--- src/rtl/seq_mult_booth.sv ---
// Sequential add-shift multiplier for signed or unsigned WIDTH-bit operands.
// One add/subtract-and-shift per cycle, with a start/done handshake; Product is {A,B}.
module seq_mult_booth #(
    parameter int WIDTH = 8
) (
    input  logic                 Clk,
    input  logic                 Reset_n,
    input  logic                 Start,
    input  logic                 Signed_mode,
    input  logic [WIDTH-1:0]     S_in,
    input  logic [WIDTH-1:0]     B_in,
    output logic                 Busy,
    output logic                 Done,
    output logic [2*WIDTH-1:0]   Product,
    output logic                 X
);

    localparam int CW = (WIDTH > 2) ? $clog2(WIDTH) : 1;
    localparam logic [CW-1:0] LAST = CW'(WIDTH - 1);

    typedef enum logic [1:0] {
        ST_IDLE = 2'd0,
        ST_RUN  = 2'd1,
        ST_DONE = 2'd2
    } state_e;

    state_e           state_q;
    logic [WIDTH-1:0] a_q, b_q, s_q;
    logic             x_q, sgn_q, busy_q, done_q;
    logic [CW-1:0]    count_q;

    logic [WIDTH:0]   ext_a_s, ext_s_s, sum_s;
    logic [WIDTH-1:0] a_d, b_d;
    logic             x_d;

    // One iteration of the datapath: conditional add (or final subtract in signed mode), then shift.
    always_comb begin
        ext_a_s = {sgn_q & a_q[WIDTH-1], a_q};
        ext_s_s = {sgn_q & s_q[WIDTH-1], s_q};
        sum_s   = ext_a_s;
        if (b_q[0]) begin
            if ((count_q == LAST) && sgn_q) begin
                // Multiplier MSB carries negative weight in two's complement.
                sum_s = ext_a_s - ext_s_s;
            end else begin
                sum_s = ext_a_s + ext_s_s;
            end
        end else begin
            sum_s = ext_a_s;
        end
        a_d = {sum_s[WIDTH], sum_s[WIDTH-1:1]};
        b_d = {sum_s[0], b_q[WIDTH-1:1]};
        x_d = sgn_q ? sum_s[WIDTH] : 1'b0;
    end

    // Control FSM, operand/accumulator registers and registered handshake outputs.
    always_ff @(posedge Clk or negedge Reset_n) begin
        if (!Reset_n) begin
            state_q <= ST_IDLE;
            a_q     <= {WIDTH{1'b0}};
            b_q     <= {WIDTH{1'b0}};
            s_q     <= {WIDTH{1'b0}};
            x_q     <= 1'b0;
            sgn_q   <= 1'b0;
            count_q <= {CW{1'b0}};
            busy_q  <= 1'b0;
            done_q  <= 1'b0;
        end else begin
            case (state_q)
                ST_IDLE: begin
                    done_q <= 1'b0;
                    if (Start) begin
                        s_q     <= S_in;
                        b_q     <= B_in;
                        a_q     <= {WIDTH{1'b0}};
                        x_q     <= 1'b0;
                        sgn_q   <= Signed_mode;
                        count_q <= {CW{1'b0}};
                        busy_q  <= 1'b1;
                        state_q <= ST_RUN;
                    end else begin
                        busy_q  <= 1'b0;
                        state_q <= ST_IDLE;
                    end
                end
                ST_RUN: begin
                    a_q     <= a_d;
                    b_q     <= b_d;
                    x_q     <= x_d;
                    count_q <= count_q + CW'(1);
                    busy_q  <= 1'b1;
                    if (count_q == LAST) begin
                        done_q  <= 1'b1;
                        state_q <= ST_DONE;
                    end else begin
                        done_q  <= 1'b0;
                        state_q <= ST_RUN;
                    end
                end
                ST_DONE: begin
                    done_q  <= 1'b0;
                    busy_q  <= 1'b0;
                    state_q <= ST_IDLE;
                end
                default: begin
                    done_q  <= 1'b0;
                    busy_q  <= 1'b0;
                    state_q <= ST_IDLE;
                end
            endcase
        end
    end

    assign Busy    = busy_q;
    assign Done    = done_q;
    assign Product = {a_q, b_q};
    assign X       = x_q;

endmodule

--- config.mk ---
export PLATFORM = sky130hd
export DESIGN_NAME = seq_mult_booth
export DESIGN_NICKNAME = d
export VERILOG_FILES = /design/src/rtl/seq_mult_booth.sv
export SDC_FILE = /design/constraint.sdc
export NUM_CORES = 1
export LEC_CHECK = 0
export ABC_AREA = 0
export CAP_MARGIN = 40
export CORE_AREA = 5 5 110 60
export CTS_CLUSTER_SIZE = 14
export DETAILED_ROUTE_END_ITERATION = 16
export DIE_AREA = 0 0 115 65
export GPL_ROUTABILITY_DRIVEN = 0
export PLACE_DENSITY_LB_ADDON = 0.25
export SYNTH_ARGS = -nofsm -noshare
export SYNTH_HDL_FRONTEND = slang
export SYNTH_SLANG_ARGS = --single-unit
--- constraint.sdc ---
create_clock -name Clk -period 3.5 [get_ports Clk]
set_input_delay 0.7 -clock Clk [delete_from_list [all_inputs] [get_ports Clk]]
set_output_delay 0.7 -clock Clk [all_outputs]
set_load 0.02 [all_outputs]
# Yosys cells after proc, flatten, opt, wreduce, memory -nomap -nowiden
# Cells that the tools add are included.
# op_classes
add_sub_neg	3
eq_ne	3
muxes	18
bitwise_logic	2
reduce_logical	5
# op_table
operator	n
one-hot mux 8 bit (2 select lines)	2
2-to-1 mux 9 bit	2
2-to-1 mux 8 bit	2
adder 9 bit	1
subtractor 9 bit	1
2-to-1 mux 1 bit	6
one-hot mux 3 bit (2 select lines)	1
one-hot mux 1 bit (2 select lines)	2
one-hot mux 2 bit (2 select lines)	1
AND reduction 2 bit	2
adder 3 x 1 -> 3 bit (second input constant)	1
== test 3 bit (second input constant)	1
2-to-1 mux 3 bit	1
bitwise AND 1 bit	2
== test 2 x 1 -> 1 bit (second input constant)	1
logical NOT 2 bit	1
2-to-1 mux 2 bit	1
inequality test 2 bit (second input constant)	1
nonzero test 2 bit	1
logical AND 1 bit	1
# totals
regBits	33
inputBits	20
out_inout_bits	19
elab_cells	40

# Longest topological paths before layout
# Gate-level depths: netlist (run 1).
# logic_depth
depth_word	6
mapped_depth	14
mapped_depth_nobuf	12

# Worst setup path after synthesis (run 1)
# OpenSTA, ideal clock, no wires.
# synth_path
path_type	register to register
from	register count_q[0]
to	register a_q[7]
setup_time_ns	0.139
arrival_ns	2.962
required_ns	3.361
slack_ns	0.400
stages_incl_launch_ff	14
path_buffers	2
synth_period_minus_slack_ns	3.100
path_cell_list	dfrtp_1 -> ha_1 -> ha_1 -> buf_4 -> and2_1 -> buf_2 -> mux2i_1 -> fa_1 -> a21oi_1 -> nor2_1 -> nor3_4 -> or2_2 -> nor4_1 -> or4_1
# synth_via
elab_chain_cells	5
# synth_lines
element	line_no	rtl
start, declared	30	logic [CW-1:0] count_q;
start signal, assigned	65	count_q <= {CW{1'b0}};
start signal, assigned	78	count_q <= {CW{1'b0}};
start signal, assigned	90	count_q <= count_q + CW'(1);
== test 3 bit	42	if ((count_q == LAST) && sgn_q) begin
logical AND 1 bit	42	
2-to-1 mux 9 bit	42	
2-to-1 mux 9 bit	41	if (b_q[0]) begin
one-hot mux 8 bit (2 select lines)	69	case (state_q)
end signal, assigned	60	a_q <= {WIDTH{1'b0}};
end signal, assigned	75	a_q <= {WIDTH{1'b0}};
end, declared	28	logic [WIDTH-1:0] a_q, b_q, s_q;
# Every way passes these cells.
# A chain may end at the register's enable or synchronous reset.

# Worst setup path after layout (run 1)
# Ends and elaborated chain as after synthesis.

==> metrics, run 1 <==
initial antenna violation count=0; Worst-Margin Slew=0.642 ns; Netlist cell types=53; PortBufs=38; Die Width=approximately 120 um; Hold Crit Class=flop to flop; Final Hold Viols=0; syn_area_per_cell=9.64 sq um; status=finished, final reports clean; Clk pin slew, worst setup/hold paths=0.07 ns; largest net degree at the start of global routing=34; full die area=7480 sq um; Seq/Total Area, Yosys=a little under two fifths; chip height=between 60 and 70 um; Hold Buf Count CTS=0; hold_sp=count_q[1]; Synth Warn #=0; Filler Cells Inserted=558; Final Critical Period=between 3 and 4 ns; ys async rst share=100%; max_slew headroom=57.1%; Synth Register Bits=33; Setup TNS=0 ns; DR DRC count=0; CP startpoint=count_q[0]; met1 usage in global routing=25.2%; ys flop type=dfrtp_1; Via density=5.29; grt ovf=0; Placed Cells incl. Taps=332; WHS Path Cells=1; Final HPWL DP=around 3900 um; Placement Rows=20; VDD IR-drop max=~330 uV; WS Path Type=flop to flop; PwrDens=~1000 nW/um^2; io pins=39; clock buffer count from CTS=5; Initial DRC Count=between 100 and 150; synthesized netlist cell count=about 220; fmax=~310 MHz; met3 GRT Util=4.76%; largest area contributor in the netlist=dfrtp_1; Antenna Diode Count=0; initial core utilization=37.9%; grt peak-use layer=met1; DRT Pass-1 Iters=4; synth cell count leaders=dfrtp_1, o21ai_0, a21oi_1, nor2b_1; WP data required=3.65 ns; share of cells above drive strength 1=between 10% and 20%; first-pass GRT wire length=approximately 8900 um; post-CTS setup buffers=0; nets@finish=roughly 300; Post-CTS Resized=0; area grow syn2layout=25.0%; most frequent cell after synthesis=dfrtp_1; reg2reg start=count_q[0]; CTS tree=built; critical path data arrival time=about 3.4 ns; unrepaired setup endpoints after global routing=false; Reg2Reg Depth=11; Tot GR Track Use=between 10% and 20%; fin cells=about 340; WL final=5290 um; clk_skew=~0.0053 ns; Leak=1.08 nW; CTS Sinks=33; Routed wire per std cell=15.6 um; top post-synthesis cells by area=dfrtp_1, ha_1, o21ai_0, nor2b_1, a21oi_1; share of the synthesized area in the top cell type=a little under two fifths; H-tree depth=2; Max-Cap Viols=0; Final setup viols=0; Final period util=between 90% and 100%; core area=about 5700 sq um; vias in the first global route=~1700; Post-DRT Antenna Nets=0; worst-case clock buffer depth=2; Post-synth EDFFs=0; worst-path fanout max=9; vias=roughly 1800; insertion delay to the later sink of the worst-skew pair=between 0.2 and 0.3 ns; synthesized area=between 2000 and 2500 sq um; Final Slew Violations=0; Root Buffer=clkbuf_8; GRT met2 Usage=17.9%; Setup crit start kind=flop; Worst setup EP type=flop; syn_nets=between 200 and 300
==> layout make-up <==
type | count | area [sq um] | share of cell area (%)
sequential | 33 | 826 | 30.6
clock buffer | 7 | 86.3 | 3.20
tap | 77 | 96.3 | 3.57
timing repair buffer | 43 | 418 | 15.5
multi-input combinational | 173 | 1250 | 46.3
inverter | 6 | 22.5 | 0.834
==> power by group <==
group	internal, W	switching, W	total, W
clock	0.000156	0.000135	0.000292
combinational	0.000812	0.000884	0.00170
sequential	0.000548	0.000251	0.000799
total	0.00152	0.00127	0.00279
==> sequential cells by signal (all words and copies together), names as in the netlist <==
register / count
a_q: 8
b_q: 8
s_q: 8
count_q: 3
state_q: 2
Busy: 1
Done: 1
X: 1
sgn_q: 1
==> final timing paths <==
path,to,slack (ns)
min,count_q[1],0.51
max,a_q[7],0.28
min reg2reg,count_q[1],0.51
max reg2reg,a_q[7],0.28
min in group asynchronous,a_q[3],0.83
max in group asynchronous,s_q[3],2.36
==> critical path, stage by stage, from the launching register on <==
cell	delay, ns
dfrtp_1	0.39
ha_1	0.20
ha_1	0.18
and2_1	0.26
mux2i_1	0.21
fa_1	0.47
a21oi_1	0.22
nor2_1	0.13
nor3_4	0.26
or2_2	0.19
o311ai_1	0.10
or4_1	0.48
==> kinds of logic after synthesis <==
kind of cell | Yosys count | share of synthesized area [%]
simple gates | 72 | 19.7
compound gates | 65 | 20.0
flops | 33 | 38.2
buf+inv | 18 | 3.88
xor+xnor | 12 | 4.87
mux | 12 | 5.97
fa+ha+maj | 12 | 7.30
==> routing by layer <==
metal,vias up,share of wire (%),wire [um]
li1,880,-,-
met1,833,53,2800
met2,76,37,1970
met3,6,8.7,462
met4,0,1.1,57
met5,-,0,0
==> layout by cell type (no fill, tap or decap), types with 3 or more instances in the layout <==
cell	synthesis	layout
a21oi_1	16	16
a22o_1	3	3
a22oi_1	6	6
a32oi_1	3	3
and2_1	3	3
buf_4	1	5
clkbuf_8	0	6
clkdlybuf4s50_1	0	38
dfrtp_1	33	33
ha_1	11	11
inv_1	6	6
mux2_2	7	7
mux2i_1	5	5
nand2_1	13	13
nand3_1	3	3
nor2_1	13	13
nor2b_1	15	15
nor3_1	5	5
o21ai_0	20	20
xnor2_1	9	9
xor2_1	3	3
==> metrics by stage <==
| step | worst slack, ns | utilization, % | instance area (sq um) | total power (W) | hold WS [ns] |
|---|---|---|---|---|---|
| 2_1_floorplan | 0.400 | - | 2160 | 0.00200 | 0.404 |
| 3_3_place_gp | 0.451 | 45.8 | 2610 | 0.00247 | 0.491 |
| 3_5_place_dp | 0.318 | 45.8 | 2610 | 0.00249 | 0.493 |
| 4_1_cts | 0.309 | 47.3 | 2700 | 0.00280 | 0.512 |
| 5_1_grt | 0.131 | 47.3 | 2700 | 0.00303 | 0.530 |
| 6_report | 0.279 | 47.3 | 2700 | 0.00279 | 0.506 |
No activity file was read; power rests on OpenSTA's default activity.
==> run 2: changes to the inputs <==
--- a/config.mk
+++ b/config.mk
@@ -7,10 +7,10 @@
 export LEC_CHECK = 0
 export ABC_AREA = 0
 export CAP_MARGIN = 40
-export CORE_AREA = 5 5 110 60
+export CORE_AREA = 5 5 69 95
 export CTS_CLUSTER_SIZE = 14
 export DETAILED_ROUTE_END_ITERATION = 16
-export DIE_AREA = 0 0 115 65
+export DIE_AREA = 0 0 74 100
 export GPL_ROUTABILITY_DRIVEN = 0
 export PLACE_DENSITY_LB_ADDON = 0.25
 export SYNTH_ARGS = -nofsm -noshare
==> run 2 against run 1 <==
Against the previous run: first-iteration DRC count fell by 46%; register-to-register slack improved by 0.08 ns; routed wire length fell by 2.4%; via count fell by 0.56%; utilization rose by 1.4 points; largest cell class unchanged; clock skew rose by 0.0068 ns; worst hold slack got worse by 0.0067 ns; largest power group unchanged.
==> metrics, run 2 (same netlist as run 1, synthesis figures left out) <==
status=finished, final reports clean; Hold Crit Endpoint=X; Root Buffer=clkbuf_8; Final WS setup=0.360 ns (+0.0807 ns); full die area=7400 sq um (-1.0%); Reg2Reg Depth=11 (unchanged); Clk pin slew, worst setup/hold paths=0.07 ns (about the same); Die Width=74 um (-36%); share of cells above drive strength 1=12.1% (+1.1 points); Setup crit start kind=flop; WL final=5160 um (-2.4%); vias in the first global route=1801 (+8.4%); largest net degree at the start of global routing=34 (unchanged); reg-to-reg slack, setup=0.36 ns (+0.08 ns); Via density=5.38 (+1.5%); Setup TNS=0 ns (unchanged); GRT met2 Usage=26.0% (+8.2 points); worst-case clock buffer depth=2 (unchanged); fmax=318 MHz (+2.6%); sequential share of power=28.8% (about the same); Hold Crit Class=flop to flop; max_slew headroom=53.8% (-3.3 points); reg2reg start=count_q[0]; Initial DRC Count=55 (-46%); clk_skew=0.0121 ns (+0.00677 ns); CTS Sinks=33 (unchanged); WP data required=3.66 ns (about the same); DR DRC count=0 (unchanged); first-pass GRT wire length=8740 um (-1.6%); Final Critical Period=3.14 ns (-0.0807 ns); Pint=0.00154 W (+1.5%); Final HPWL DP=3750 um (-4.8%); most frequent cells in the layout=clkdlybuf4s50_1, dfrtp_1, o21ai_0; Largest regs=a_q (8), b_q (8), s_q (8); io pins=39 (unchanged); vias=1785 (-0.56%); grt peak-use layer=met2; critical path data arrival time=3.30 ns (-0.07 ns); WHS Path Cells=2 (+1); area grow syn2layout=25.5%; Post-CTS Resized=0 (unchanged); PortBufs=38 (unchanged); most common cell after layout, fill and taps aside=clkdlybuf4s50_1; Post-DRT Antenna Nets=0 (unchanged); Tot GR Track Use=15.2% (-0.15 points); chip height=100 um (+54%); Final Slew Violations=0 (unchanged); Placement Rows=32 (+60%); Routed wire per std cell=15.5 um (-0.35%); WS Path Type=flop to flop; Final period util=89.7% (-2.3 points); grt ovf=0 (unchanged); clock buffer count from CTS=5 (unchanged); clock power share=11.6% (+1.1 points); hold slack=0.499 ns (-0.00669 ns); Worst-Margin Slew=0.692 ns (+0.0500 ns); DRT Pass-1 Iters=4 (unchanged); insertion delay to the later sink of the worst-skew pair=0.29 ns (about the same); DP Worst Slack=0.413 ns (+0.0954 ns); hold_sp=X; initial core utilization=38.8% (+0.95 points); worst-path fanout max=9 (unchanged); Antenna Diode Count=0 (unchanged); Final setup viols=0 (unchanged); nets@finish=295 (+0.34%); Leak=1.09 nW (+1.4%); VDD IR-drop max=465 uV (+42%); initial antenna violation count=0 (unchanged); sw power=0.00124 W (-2.6%); CTS tree=built; Final Hold Viols=0 (unchanged); worst reg2reg endpoint=a_q[7]; PwrDens=1020 nW/um^2 (-0.80%); met1 usage in global routing=18.3% (-6.9 points); met3 GRT Util=3.91% (-0.85 points); Comb pwr share=59.6% (-1.3 points); Worst setup EP type=flop; unrepaired setup endpoints after global routing=false; H-tree depth=2 (unchanged); Hold Buf Count CTS=0 (unchanged); core area=5570 sq um (-2.5%); sw frac=44.6% (-1.0 points); Max-Cap Viols=0 (unchanged); post-CTS setup buffers=0 (unchanged)
## run 2: through the flow
step | instances | power (W) | utilization (%) | cell area (sq um)
floorplan | 224 | 0.00200 | - | 2160
global placement | 323 | 0.00244 | 46.7 | 2600
detailed placement | 324 | 0.00247 | 46.9 | 2610
CTS | 332 | 0.00280 | 48.7 | 2710
global route | 332 | 0.00302 | 48.7 | 2710
finish | 332 | 0.00278 | 48.7 | 2710
## run 2: final cells by class
cell class / instances / area (sq um)
Fill cell: 527 / 2860
Multi-Input combinational cell: 173 / 1250
Sequential cell: 33 / 826
Timing Repair Buffer: 44 / 425
Clock buffer: 7 / 96.3
Tap cell: 68 / 85.1
Inverter: 6 / 22.5
Clock inverter: 1 / 5.00
## run 2: worst max path at each step
stage	start	to	slack [ns]	cells past startpoint
floorplan	count_q[0]	a_q[7]	0.40	13
finish	count_q[0]	a_q[7]	0.36	11
global placement	count_q[0]	a_q[7]	0.45	11
global route	count_q[0]	a_q[7]	0.12	11
CTS	count_q[0]	a_q[7]	0.36	11
detailed placement	count_q[0]	a_q[7]	0.41	11
## run 2: critical path, cell delays in order, from the launching register on
cell,delay [ns]
dfrtp_1,0.40
ha_1,0.21
ha_1,0.18
and2_1,0.25
mux2i_1,0.20
fa_1,0.46
a21oi_1,0.20
nor2_1,0.12
nor3_4,0.25
or2_2,0.18
nor4_1,0.05
or4_1,0.51
## run 2: per-layer routing
metal / routed length (um) / up-vias / share of wire (%)
met5: 0 / - / 0
met4: 88 / 0 / 1.7
met3: 230 / 8 / 4.5
met2: 2660 / 34 / 52
met1: 2180 / 857 / 42
li1: - / 886 / -
## run 2: power by group through the flow
stage	Sequential [W]	Combinational, W	Clock, W
3_3_place_gp	0.000804	0.00164	0
2_1_floorplan	0.000797	0.00121	0
3_5_place_dp	0.000804	0.00166	0
4_1_cts	0.000799	0.00167	0.000331
5_1_grt	0.000837	0.00183	0.000349
6_report	0.000799	0.00165	0.000322
